## src/rtl/int_arbiter_if.sv

```systemverilog
// CPU-side bus of the interrupt controller: the intr/inta handshake and the
// word-addressed register port.
interface int_arbiter_if;
  logic        intr;
  logic        inta;
  logic [2:0]  addr;
  logic        we;
  logic [31:0] wdata;
  logic [31:0] rdata;

  modport master (
    input  intr,
    input  rdata,
    output inta,
    output addr,
    output we,
    output wdata
  );

  modport slave (
    output intr,
    output rdata,
    input  inta,
    input  addr,
    input  we,
    input  wdata
  );
endinterface

```

## src/rtl/int_arbiter.sv

```systemverilog
// Programmable interrupt controller: latches edge/level requests, masks them,
// and hands one fixed-priority winner to the CPU per intr/inta/EOI round.
module int_arbiter #(
  parameter int N_SRC = 4
) (
  input  logic             Clk,
  input  logic             Clrn,
  input  logic [N_SRC-1:0] irq_in,
  int_arbiter_if.slave     bus
);

  typedef enum logic [1:0] {IDLE, REQ, SERVICE} state_t;

  state_t           r_state;
  state_t           w_stateNext;
  logic [N_SRC-1:0] r_prev;
  logic [N_SRC-1:0] r_pend;
  logic [N_SRC-1:0] r_mask;
  logic [N_SRC-1:0] r_mode;
  logic             r_intr;
  logic             r_vecValid;
  logic [2:0]       r_vecId;

  logic [N_SRC-1:0] w_active;
  logic [N_SRC-1:0] w_w1c;
  logic [N_SRC-1:0] w_ackClr;
  logic [N_SRC-1:0] w_pendNext;
  logic [2:0]       w_winId;
  logic             w_req;
  logic             w_ack;
  logic             w_eoi;
  logic             w_pendWr;
  logic             w_maskWr;
  logic             w_modeWr;

  assign w_active = r_pend & r_mask;
  assign w_req    = |w_active;
  assign w_pendWr = bus.we && (bus.addr == 3'd0);
  assign w_maskWr = bus.we && (bus.addr == 3'd1);
  assign w_modeWr = bus.we && (bus.addr == 3'd2);
  assign w_ack    = (r_state == REQ) && bus.inta && w_req;
  assign w_eoi    = (r_state == SERVICE) && bus.we && (bus.addr == 3'd4);
  assign w_w1c    = w_pendWr ? bus.wdata[N_SRC-1:0] : '0;

  // Scan from the top so the lowest set index is the last to overwrite.
  always_comb begin
    w_winId = 3'd0;
    for (int i = N_SRC - 1; i >= 0; i--) begin
      if (w_active[i]) w_winId = 3'(i);
    end
  end

  always_comb begin
    w_ackClr = '0;
    for (int i = 0; i < N_SRC; i++) begin
      w_ackClr[i] = w_ack && (w_winId == 3'(i));
    end
  end

  // A fresh edge outranks both the W1C clear and the acknowledge clear.
  assign w_pendNext = (r_mode & ((irq_in & ~r_prev) | (r_pend & ~w_w1c & ~w_ackClr)))
                    | (~r_mode & irq_in);

  always_comb begin
    w_stateNext = r_state;
    case (r_state)
      IDLE:    if (w_req) w_stateNext = REQ;
      REQ: begin
        if (w_ack)       w_stateNext = SERVICE;
        else if (!w_req) w_stateNext = IDLE;
      end
      SERVICE: if (w_eoi) w_stateNext = IDLE;
      default: w_stateNext = IDLE;
    endcase
  end

  always_ff @(posedge Clk or negedge Clrn) begin
    if (!Clrn) begin
      r_state <= IDLE;
      r_intr  <= 1'b0;
    end else begin
      r_state <= w_stateNext;
      r_intr  <= (w_stateNext == REQ);
    end
  end

  always_ff @(posedge Clk or negedge Clrn) begin
    if (!Clrn) begin
      r_prev <= '0;
      r_pend <= '0;
      r_mask <= '0;
      r_mode <= '0;
    end else begin
      r_prev <= irq_in;
      r_pend <= w_pendNext;
      if (w_maskWr) r_mask <= bus.wdata[N_SRC-1:0];
      if (w_modeWr) r_mode <= bus.wdata[N_SRC-1:0];
    end
  end

  always_ff @(posedge Clk or negedge Clrn) begin
    if (!Clrn) begin
      r_vecValid <= 1'b0;
      r_vecId    <= 3'd0;
    end else if (w_ack) begin
      r_vecValid <= 1'b1;
      r_vecId    <= w_winId;
    end else if (w_eoi) begin
      r_vecValid <= 1'b0;
      r_vecId    <= 3'd0;
    end
  end

  assign bus.intr = r_intr;

  always_comb begin
    bus.rdata = '0;
    case (bus.addr)
      3'd0:    bus.rdata = {{(32-N_SRC){1'b0}}, r_pend};
      3'd1:    bus.rdata = {{(32-N_SRC){1'b0}}, r_mask};
      3'd2:    bus.rdata = {{(32-N_SRC){1'b0}}, r_mode};
      3'd3:    bus.rdata = {r_vecValid, 28'd0, r_vecId};
      default: bus.rdata = '0;
    endcase
  end

endmodule

```

## src/flat_wrapper.sv

```systemverilog
// flat-port wrapper written by rule: the top's interface ports become plain ports
module int_arbiter_flat 
#(
  parameter int N_SRC = 4
)
  (Clk, Clrn, irq_in, bus_intr, bus_rdata, bus_inta, bus_addr, bus_we, bus_wdata);
  int_arbiter_if bus_i ();
  input  logic Clk;
  input  logic Clrn;
  input  logic [N_SRC-1:0] irq_in;
  output wire logic [$bits(bus_i.intr)-1:0] bus_intr;
  output wire logic [$bits(bus_i.rdata)-1:0] bus_rdata;
  input wire logic [$bits(bus_i.inta)-1:0] bus_inta;
  input wire logic [$bits(bus_i.addr)-1:0] bus_addr;
  input wire logic [$bits(bus_i.we)-1:0] bus_we;
  input wire logic [$bits(bus_i.wdata)-1:0] bus_wdata;
  assign bus_intr = bus_i.intr;
  assign bus_rdata = bus_i.rdata;
  assign bus_i.inta = bus_inta;
  assign bus_i.addr = bus_addr;
  assign bus_i.we = bus_we;
  assign bus_i.wdata = bus_wdata;
  int_arbiter #(.N_SRC(N_SRC)) u_core (.Clk(Clk), .Clrn(Clrn), .irq_in(irq_in), .bus(bus_i));
endmodule
```

## config.mk

```make
export PLATFORM = sky130hd
export DESIGN_NAME = int_arbiter_flat
export DESIGN_NICKNAME = d
export VERILOG_FILES = /design/src/rtl/int_arbiter_if.sv /design/src/rtl/int_arbiter.sv /design/src/flat_wrapper.sv
export SDC_FILE = /design/constraint.sdc
export NUM_CORES = 1
export LEC_CHECK = 0
export ABC_CLOCK_PERIOD_IN_PS = 1400
export CORE_MARGIN = 1
export CORE_UTILIZATION = 30
export CTS_CLUSTER_DIAMETER = 60
export CTS_CLUSTER_SIZE = 14
export DETAILED_ROUTE_END_ITERATION = 10
export HOLD_SLACK_MARGIN = 0.03
export MAX_ROUTING_LAYER = met4
export PLACE_DENSITY = 0.66
export RECOVER_POWER = 100
export SYNTH_ARGS = -nofsm -noshare
export SYNTH_HDL_FRONTEND = slang
export SYNTH_SLANG_ARGS = --single-unit
export TNS_END_PERCENT = 1
```

## constraint.sdc

```tcl
create_clock -name Clk -period 1.4 [get_ports Clk]
set_input_delay 0.21 -clock Clk [delete_from_list [all_inputs] [get_ports Clk]]
set_output_delay 0.21 -clock Clk [all_outputs]
set_load 0.01 [all_outputs]
```

==> impl_metrics.csv <==
group,metric,value,unit
outcome,outcome,"finished with violations",
outcome,violations,"negative setup slack",
sta,fmax,626,MHz
pwr,ir_drop,0.569,mV
routing,drtIter0Drc,54,
sta,slew_violations,0,
routing,final_antenna_net_count,0,
logic_synthesis,synth_seq_area_share,42.1,%
cts,cts_buffers,3,
logic_synthesis,synth-simple-area-share,13.6,%
logic_synthesis,ys_ff_latch,22,
logic_synthesis,netlist_instances,116,
floorplanning,die_x,68.0,um
logic_synthesis,synthMuxAreaShare,11.9,%
floorplanning,die_y,68.0,um
sta,tns,-0.367,ns
worst_setup_path,critPathCaptureType,"primary output",
worst_setup_path,path_class,"register to primary output",
floorplanning,ioPinCount,76,
logic_synthesis,synth_edf_count,0,
floorplanning,initial_utilization,32.0,%
logic_synthesis,synth_top_family_by_area,"buffers and inverters",
logic_synthesis,synth_xor_area_share,0,%
sta,worst_pin_slew,0.566,ns
routing,finalWirelength,2.61,mm
global_routing,grt_use_total,12.7,%
worst_setup_path,cp-start-kind,"register",
floorplanning,rows,23,
logic_synthesis,ys_async_sr_fraction,100,%
cts,clkTransAtPathRegs,0.08,ns
floorplanning,core_area,4090,sq um
placed_design,io_buffers,20,
routing,vias_per_cell,4.35,
sta,fin_ws,-0.198,ns
final_layout,diodes,0,
cts,htree_levels,1,
global_routing,antenna_found_initial,0,
cts,clock_latency,0.26,ns
routing,drc_errors,0,
pwr,power.density,1300,nW/um^2
worst_setup_path,cp_data_required_time,1.19,ns
sta,layout_min_cycle_time,1.60,ns
logic_synthesis,synth_top_area_cell,"dfrtp_1",
cts,cts_setup_buffers,0,
worst_setup_path,cp_max_fo,2,
placed_design,gp_congestion,0.845,
sta,maxSlewHeadroom,62.3,%
logic_synthesis,syn-cell-area,1310,sq um
cts,root_buffer,"clkbuf_8",
job,cap_violations,0,
sta,finClkSkew,0.00455,ns
sta,rsz0062_at_grt,"yes",
logic_synthesis,netlist_top_cells_area,"dfrtp_1 42%, buf_4 17%, mux2_2 5.2%",
cts,cts_sinks,22,
logic_synthesis,synth-compound-area-share,13.8,%
worst_hold_path,hold_path_class,"primary input to asynchronous set/reset pin",
placed_design,placedInstanceArea,1620,sq um
sta,setup_viol,2,
sta,hold_viol,0,
logic_synthesis,synthFlopType,"dfrtp_1",
final_layout,areaGrowthSynthToFinish,25.7,%
cts,cts_buffer_depth,2,
final_layout,layout.nets,205,
global_routing,first_global_vias,900,
sta,fin_crit_sh,114,%
logic_synthesis,yosys.area_share.adder,0,%
sta,hold_ws,0.463,ns
final_layout,design_area,1640,sq um
routing,routedWlPerCell,12.4,um
cts,cts_tree,"yes",
global_routing,grt_max_degree,23,
pwr,leakage,0.789,nW
global_routing,grt_first_pass_wirelength,4.15,mm
logic_synthesis,synth_top_area_share,42.1,%
routing,first_pass_iters,4,
logic_synthesis,post_synth.cell_area_avg,11.3,sq um
logic_synthesis,yosysWarningCount,0,
logic_synthesis,synthDistinctLibCells,32,
placed_design,post-dp-hpwl,2.05,mm
global_routing,overflow,0,
pwr,total_power,0.00215,W
placed_design,place_ws,-0.746,ns
routing,via_count,918,
worst_setup_path,cp_data_arrival_time,1.39,ns
floorplanning,die_area,4630,sq um
final_layout,drive_above_1_share,28.0,%
## path summary, 6_finish.rpt
path,from,endpoint,slack (ns),cells after the start
worst max register to register,u_core.r_pend[0],u_core.r_state[1],0.03,5
worst min register to register,u_core.r_vecValid,u_core.r_vecValid,0.48,1
worst max-delay path,u_core.r_vecId[1],bus_rdata[1],-0.20,3
worst min-delay path,Clrn,u_core.bus.intr,0.46,2
max in group asynchronous,Clrn,u_core.r_mode[2],0.56,2
min in group Clk,u_core.r_vecValid,u_core.r_vecValid,0.48,1
## cell type report
type                    count  area [sq um]
multi-input cells          89           617
well taps                  50          62.6
repair buffers             46           359
flip-flops and latches     22           551
fillers                   428          2440
clock buffers               4          55.1
## stage by stage
stage / std cells / utilization, %
6_report: 211 / 40.2
5_1_grt: 211 / 40.2
4_1_cts: 211 / 40.9
3_5_place_dp: 207 / 39.7
3_3_place_gp: 207 / 39.7
2_1_floorplan: 142 / -
## metal layers
layer / vias up / part of all wire (%) / wire length, um / GRT usage (%)
met5: - / 0 / 0 / -
met4: 0 / 0 / 0 / 2.34
met3: 0 / 5.2 / 137 / 3.00
met2: 32 / 50 / 1300 / 21.2
met1: 438 / 45 / 1180 / 15.6
li1: 448 / - / - / -
## repair_timing
| action | 4_1_cts | 5_1_grt |
|---|---|---|
| hold buffers | 0 | 0 |
| pin swaps | 2 | 1 |
| setup endpoints to repair | 20 | 7 |
| gates resized for setup | 26 | 5 |
## placed cells by master, fill, tap and decap left out, drive strengths merged, types with 2 or more instances in the layout
cell type      count
a21oi              6
conb              27
a22oi              2
a32o               2
dlygate4sd3        5
mux4               2
mux2i              2
mux2               8
a211oi             2
clkdlybuf4s50      6
a221oi             2
buf               25
dfrtp             22
a22o               2
nor2b              4
clkbuf            10
dlygate4sd2        3
nor2               5
a21o               3
nand2             10
## sequential cells by signal, summed over array words and instances, names as in the netlist
register,flops
u_core.r_vecValid,1
u_core.r_pend,4
u_core.r_mode,4
u_core.r_prev,4
u_core.r_mask,4
u_core.bus.intr,1
u_core.r_vecId,2
u_core.r_state,2
## worst max-delay path, cell delays in order (launching register included)
cell	delay, ns
dfrtp_1	0.40
mux4_2	0.48
nor2b_4	0.14
buf_6	0.11
## kinds of logic (layout without fill, tap and decap cells)
kind of cell | after synthesis | in the layout
flip-flops | 22 | 22
other | 1 | 27
multiplexers | 12 | 12
buffers and inverters | 31 | 50
AO/OA/AOI/OAI | 23 | 23
AND/OR/NAND/NOR | 27 | 27
## synth_stat cells (2+ instances only)
cell and number:
buf_6 2, a22oi_1 2, mux4_2 2, buf_4 29, a32o_1 2, a21oi_1 6, mux2i_1 2, a221oi_2 2
dfrtp_1 22, mux2_1 2, mux2_2 6, nand2_1 10, nor2_1 5, a21o_1 3, nor2b_1 3, a211oi_1 2
## report_power, final
part	switching (W)	internal (W)
Clock	0.000211	0.000251
Combinational	0.000350	0.000441
Sequential	0.0000940	0.000798
(Power assumes the default switching activity.)
